**config.mk**
```make
export PLATFORM = sky130hd
export DESIGN_NAME = piso_bitstream_serializer
export DESIGN_NICKNAME = d
export VERILOG_FILES = /design/src/rtl/serial_pkg.sv /design/src/rtl/word_hold_reg.sv /design/src/rtl/piso_bitstream_serializer.sv
export SDC_FILE = /design/constraint.sdc
export NUM_CORES = 1
export LEC_CHECK = 0
export BUFFER_PORTS_ARGS = -buffer_cell sky130_fd_sc_hd__clkbuf_2
export CAP_MARGIN = 25
export CORE_UTILIZATION = 58
export CTS_CLUSTER_DIAMETER = 80
export DETAILED_ROUTE_END_ITERATION = 10
export PLACE_DENSITY_LB_ADDON = 0.15
export SLEW_MARGIN = 20
export SYNTH_ARGS = -nofsm -noshare
export SYNTH_HDL_FRONTEND = slang
export SYNTH_SLANG_ARGS = --single-unit
export TNS_END_PERCENT = 10
```
**constraint.sdc**
```tcl
create_clock -name clk -period 3.7 [get_ports clk]
set_input_delay 0.185 -clock clk [delete_from_list [all_inputs] [get_ports clk]]
set_output_delay 0.185 -clock clk [all_outputs]
set_load 0.02 [all_outputs]
```
**src/rtl/serial_pkg.sv**
```systemverilog
// Shared definitions for the bit-serial feeder and the serial pattern detectors.
package serial_pkg;

  localparam int unsigned DEFAULT_DATA_W = 8;

  typedef enum logic {
    IDLE  = 1'b0,
    SHIFT = 1'b1
  } state_t;

  // Bit-position counter width for a word of w bits (at least 1).
  function automatic int unsigned cnt_w(input int unsigned w);
    return (w <= 1) ? 1 : $clog2(w);
  endfunction

endpackage

```
**src/rtl/word_hold_reg.sv**
```systemverilog
// One-entry holding register: parks the next word while the shifter is busy.
module word_hold_reg #(
  parameter int unsigned DATA_W = 8
) (
  input  logic              clk,
  input  logic              reset,
  input  logic              wr,
  input  logic [DATA_W-1:0] din,
  input  logic              rd,
  output logic [DATA_W-1:0] dout,
  output logic              full
);

  // wr only happens while empty and rd only while full, so they never collide.
  always_ff @(posedge clk) begin
    if (reset) begin
      dout <= '0;
      full <= 1'b0;
    end else if (wr) begin
      dout <= din;
      full <= 1'b1;
    end else if (rd) begin
      full <= 1'b0;
    end
  end

endmodule

```
**src/rtl/piso_bitstream_serializer.sv**
```systemverilog
// Parallel-in/serial-out feeder: accepts words over valid/ready and emits one
// bit per enabled cycle, with a one-word holding register for bubble-free streaming.
module piso_bitstream_serializer
  import serial_pkg::*;
#(
  parameter int unsigned DATA_W    = DEFAULT_DATA_W,
  parameter bit          MSB_FIRST = 1'b1
) (
  input  logic              clk,
  input  logic              reset,
  input  logic              s_valid,
  output logic              s_ready,
  input  logic [DATA_W-1:0] s_data,
  input  logic              bit_en,
  output logic              bit_out,
  output logic              bit_valid,
  output logic              word_done,
  output logic              busy
);

  localparam int unsigned      CNT_W = cnt_w(DATA_W);
  localparam logic [CNT_W-1:0] LAST  = CNT_W'(DATA_W - 1);

  state_t            state, state_n;
  logic [DATA_W-1:0] sreg, sreg_n, sreg_shift;
  logic [CNT_W-1:0]  cnt, cnt_n;
  logic              hold_wr, hold_rd, hold_full;
  logic [DATA_W-1:0] hold_dout;
  logic              accept;

  word_hold_reg #(.DATA_W(DATA_W)) u_hold (
    .clk   (clk),
    .reset (reset),
    .wr    (hold_wr),
    .din   (s_data),
    .rd    (hold_rd),
    .dout  (hold_dout),
    .full  (hold_full)
  );

  assign s_ready    = !reset && !hold_full;
  assign accept     = s_valid && s_ready;
  assign bit_valid  = !reset && (state == SHIFT) && bit_en;
  assign word_done  = bit_valid && (cnt == LAST);
  assign busy       = (state == SHIFT) || hold_full;
  assign bit_out    = MSB_FIRST ? sreg[DATA_W-1] : sreg[0];
  assign sreg_shift = MSB_FIRST ? (sreg << 1) : (sreg >> 1);

  // State, shifter and bit counter.
  always_ff @(posedge clk) begin
    if (reset) begin
      state <= IDLE;
      sreg  <= '0;
      cnt   <= '0;
    end else begin
      state <= state_n;
      sreg  <= sreg_n;
      cnt   <= cnt_n;
    end
  end

  // Next-state and load routing: sreg direct, via hold, or hold-to-sreg.
  always_comb begin
    state_n = state;
    sreg_n  = sreg;
    cnt_n   = cnt;
    hold_wr = 1'b0;
    hold_rd = 1'b0;
    case (state)
      IDLE: begin
        if (accept) begin
          sreg_n  = s_data;
          cnt_n   = '0;
          state_n = SHIFT;
        end
      end
      SHIFT: begin
        if (accept && !word_done) begin
          hold_wr = 1'b1;
        end
        if (word_done) begin
          cnt_n = '0;
          if (hold_full) begin
            sreg_n  = hold_dout;
            hold_rd = 1'b1;
          end else if (accept) begin
            sreg_n = s_data;
          end else begin
            sreg_n  = sreg_shift;
            state_n = IDLE;
          end
        end else if (bit_valid) begin
          sreg_n = sreg_shift;
          cnt_n  = cnt + CNT_W'(1);
        end
      end
      default: state_n = IDLE;
    endcase
  end

endmodule

```
## Yosys cells after proc, flatten, opt, wreduce, memory -nomap -nowiden

Cells that the tools add are included.

- Bitwise operators: 1
- Magnitude comparators: 0
- Divide/modulo/power cells: 0
- $mul: 0
- Shift-type cells: 0
- Add/sub/neg operators: 1
- Reductions and logical operators: 12
- Multiplexer cells: 21
- Equality and inequality tests: 3

Operators with widths:

| kind | count |
|---|---|
| 8-bit two-way mux | 5 |
| 8-bit case mux with 2 select lines | 1 |
| 1-bit two-way mux | 10 |
| 3-bit two-way mux | 3 |
| 1-bit logical AND | 6 |
| 3-bit case mux with 2 select lines | 1 |
| 3-bit by 1-bit adder with 3-bit output, second input constant | 1 |
| 3-bit equality test, second input constant | 1 |
| 1-bit zero test | 3 |
| 3-bit != test, second input constant | 1 |
| 2-bit != test, second input constant | 1 |
| 1-bit case mux with 2 select lines | 1 |
| 2-bit AND reduction | 1 |
| 2-bit nonzero test | 1 |
| 1-bit logical OR | 1 |
| 1-bit NOT | 1 |

- Bits in writable memories: 0
- Output and inout port bits: 5
- Register bits: 21
- Memories: 0
- Latch bits: 0
- Input bits: 12
- Bits in read-only memories: 0
- Word-level logic and storage cells: 43

## Depth between registers and ports, before layout

- Depth after elaboration: 9
- Gate-level depth with buffers: 8
- Gate-level depth less buffers: 7

## Cells and area by module

From an unflattened synthesis, not the netlist that was laid out.

- Cell total of the unflattened synthesis: 132
- Area, all modules: 1161.1 µm²

By module, submodules not included:

| module | times used | sequential area each (µm²) | area each (µm²) | cells each |
|---|---|---|---|---|
| piso_bitstream_serializer | 1 | 240.2 | 839.6 | 102 |
| word_hold_reg | 1 | 180.2 | 321.6 | 30 |

## Worst setup path before layout

Ideal clock, no wire load.

- Path type: register -> register
- From: register cnt[0]
- To: register u_hold.dout[0]
- Path buffers: 1
- Cell stages (with the launch flop): 9
- Slack: 1.813 ns
- Setup time: 0.117 ns
- Arrival: 1.769 ns
- Period minus slack after synthesis: 1.887 ns
- Data required time: 3.583 ns
- Cells stage by stage: dfxtp_1 -> ha_1 -> ha_1 -> nand4b_1 -> inv_1 -> or3_1 -> buf_6 -> mux2i_1 -> nor2_1

- Word-level cells in the longest chain between the ends: 6

RTL lines:

| item | RTL line | source |
|---|---|---|
| start: declaration | piso_bitstream_serializer.sv:26 | `logic [CNT_W-1:0] cnt, cnt_n;` |
| start signal: assignment | piso_bitstream_serializer.sv:58 | `cnt <= cnt_n;` |
| 3-bit equality test | piso_bitstream_serializer.sv:44 | `assign word_done = bit_valid && (cnt == LAST);` |
| 1-bit logical AND | piso_bitstream_serializer.sv:44 |  |
| named net word_done | piso_bitstream_serializer.sv:17 | `output logic word_done,` |
| 1-bit zero test | piso_bitstream_serializer.sv:78 | `if (accept && !word_done) begin` |
| 1-bit logical AND | piso_bitstream_serializer.sv:78 |  |
| 1-bit two-way mux | piso_bitstream_serializer.sv:78 |  |
| 1-bit two-way mux | piso_bitstream_serializer.sv:69 | `case (state)` |
| end signal: assignment | word_hold_reg.sv:20 | `dout <= din;` |
| end: declaration | word_hold_reg.sv:10 | `output logic [DATA_W-1:0] dout,` |

The timed path passes the listed nets, and every way through them passes these cells.
A chain may end at the register's enable or synchronous reset.

## Worst setup path after layout

- From: register state
- To: register u_hold.dout[7]

- Word-level cells in the longest chain between the ends: 7

RTL lines:

| item | RTL line | source |
|---|---|---|
| start: declaration | piso_bitstream_serializer.sv:24 | `state_t state, state_n;` |
| start signal: assignment | piso_bitstream_serializer.sv:56 | `state <= state_n;` |
| 1-bit logical AND (2 in series) | piso_bitstream_serializer.sv:43 | `assign bit_valid = !reset && (state == SHIFT) && bit_en;` |
| 1-bit logical AND | piso_bitstream_serializer.sv:44 |  |
| 1-bit zero test | piso_bitstream_serializer.sv:78 |  |
| 1-bit logical AND | piso_bitstream_serializer.sv:78 |  |
| 1-bit two-way mux | piso_bitstream_serializer.sv:78 |  |
| 1-bit two-way mux (*) | piso_bitstream_serializer.sv:69 |  |

Every way passes the cells marked *; elsewhere a longest branch is shown, timed or not.

==> qor.csv <==
metric,value,unit
outcome,completed,
final_area,0.001166,mm2
finalPower,0.4378,mW
postCtsHoldBufs,0,
p_per_area,375.5,mW/mm2
grt_pass1_vias,817,
num_rows,15,
coreArea,0.001727,mm2
crit_buf_inv,1,
ys_ff_latch,21,
cts_tree,done,
arrival,2.34,ns
synth_cells,119,
cts-resized-gates,0,
finalSetupViolCount,0,
clkTransAtPathRegs,0.12,ns
synth-main-ff-cell,dfxtp_1,
async_flop_share,0,%
totalWireLength,2170,um
end_kind,register,
crit_fanout,16,
hold_class,input pin to register,
max_stage_delay,0.67,ns
fp.dieH,44.95,um
grt_use_total,23.91,%
yosys_warnings,0,
ios,17,
cpLargestDelayFamily,simple AND/OR/NAND/NOR gates,
die-area,0.002020,mm2
routabilityCongestion,0.8174,
fmax,0.4654,GHz
yosysSeqAreaShare,39.30,%
max_slew_margin,64.22,%
min_period,2.149,ns
place_area,0.001139,mm2
routed_via_density,5.949,
syn-num-nets,133,
first_pass_iters,4,
finish.utilization,67.54,%
clock-root-buffer,clkbuf_4,
hold_ws,0.1233,ns
p_leak,0.5520,nW
slew_viol_final,0,
synthToLayoutAreaGrowth,9.006,%
syn_area,0.001070,mm2
num-fill-cells,154,
postRouteAntennaNets,0,
start_kind,register,
dp_hpwl,1499,um
grt_pass1_wl,3512,um
h-tree-depth,1,
nets,147,
final_common_cell,dfxtp_1,
clock_skew,0.01005,ns
drt_iter0_drc,21,
antenna_cells,0,
start_util,61.96,%
port_buffers,16,
cp_slowest_cell,dfxtp_1,
overflow,0,
clkSinkCount,21,
peakVddDrop,0.2129,mV
synth.avg_cell_area,8.990,um2
drive_above_1_share,18.94,%
cts_buffers,3,
clk_path_buf_depth,2,
fp.dieW,44.95,um
period_share,58.07,%
rsz0062_at_grt,no,
cp_cell_sequence,nand4b_1 > inv_1 > or3_1 > mux2i_1 > nor2_1,
vias,934,
clk_latency,0.32,ns
synth-edff-count,0,
hold_violations,0,
postCtsSetupRepairBufs,0,
worst_slew_pin_slew,0.5366,ns
drc,0,
antenna_found_initial,0,
netlist-cell-type-count,37,
path_class,register to register,
layout_common_cells,"dfxtp_1, nor2_1, clkbuf_2",
required,3.89,ns
tns,0,ns
grt_max_degree,26,
post_drt_wl_per_cell,13.82,um
drv_cap,0,
## final timing paths
path              startpoint              to  slack, ns  depth (start not counted)
setup / recovery       state  u_hold.dout[7]       1.55                          5
hold / removal     s_data[7]  u_hold.dout[7]       0.12                          3
setup reg to reg       state  u_hold.dout[7]       1.55                          5
hold reg to reg      sreg[6]         sreg[6]       0.49                          2
## Yosys cell counts (2+ instances only)
master / count / area [um2]
nand2_1: 6 / 22.52
or2_2: 2 / 12.51
ha_1: 2 / 25.02
o22ai_1: 3 / 18.77
a21oi_1: 2 / 10.01
o31ai_1: 3 / 22.52
a22oi_1: 2 / 15.01
and3_1: 2 / 12.51
nor2_1: 20 / 75.07
nand3_1: 3 / 15.01
a31oi_1: 2 / 12.51
nor2b_1: 5 / 31.28
a221oi_1: 2 / 17.52
mux2i_1: 13 / 130.1
o221ai_1: 3 / 26.28
buf_2: 4 / 20.02
o21ai_0: 2 / 10.01
inv_1: 4 / 15.01
dfxtp_1: 21 / 420.4
## cell type report
class	count	area, um2	share of cell area, %
Sequential cell	21	420.4	36.05
Clock buffer	3	22.52	1.931
Tap cell	25	31.28	2.682
Multi-Input combinational cell	87	591.8	50.75
Timing Repair Buffer	16	80.08	6.867
Clock inverter	1	5.005	0.4292
Inverter	4	15.01	1.288
## power breakdown
group | internal (mW) | switching [mW]
Combinational | 0.0320 | 0.0406
Sequential | 0.239 | 0.0127
Clock | 0.0405 | 0.0728
## per-stage QoR
step / instances / setup WS (ns)
after floorplan: 119 / 1.813
after global placement: 153 / 1.625
after detailed placement: 153 / 1.575
after CTS: 157 / 1.560
after global routing: 157 / 1.340
final: 157 / 1.551
## registers in the layout, indices dropped and copies added (netlist names)
register     cells
u_hold.full      1
u_hold.dout      8
state            1
sreg             8
cnt              3
## cells by family after synthesis
family / after synthesis / synth area share (%)
AO/OA/AOI/OAI: 26 / 18.95
adder cells (fa/ha/maj): 2 / 2.339
buffers and inverters: 11 / 5.380
flip-flops: 21 / 39.30
multiplexers: 14 / 13.22
AND/OR/NAND/NOR: 45 / 20.82
## layer usage
metal | track usage, % | wire length (um) | up-vias
met2 | 38.84 | 1060 | 26
met1 | 31.17 | 979 | 439
met3 | 3.600 | 94 | 5
met5 | 0 | 0 | -
li1 | - | - | 464
met4 | 10.91 | 36 | 0
## worst register-to-register path: cells and delay by family, from the launching register on
| family | cells | cell delay, ns |
|---|---|---|
| mux | 1 | 0.25 |
| buf+inv | 1 | 0.26 |
| simple gates | 3 | 0.84 |
| flops | 1 | 0.67 |
(Power assumes the default switching activity.)
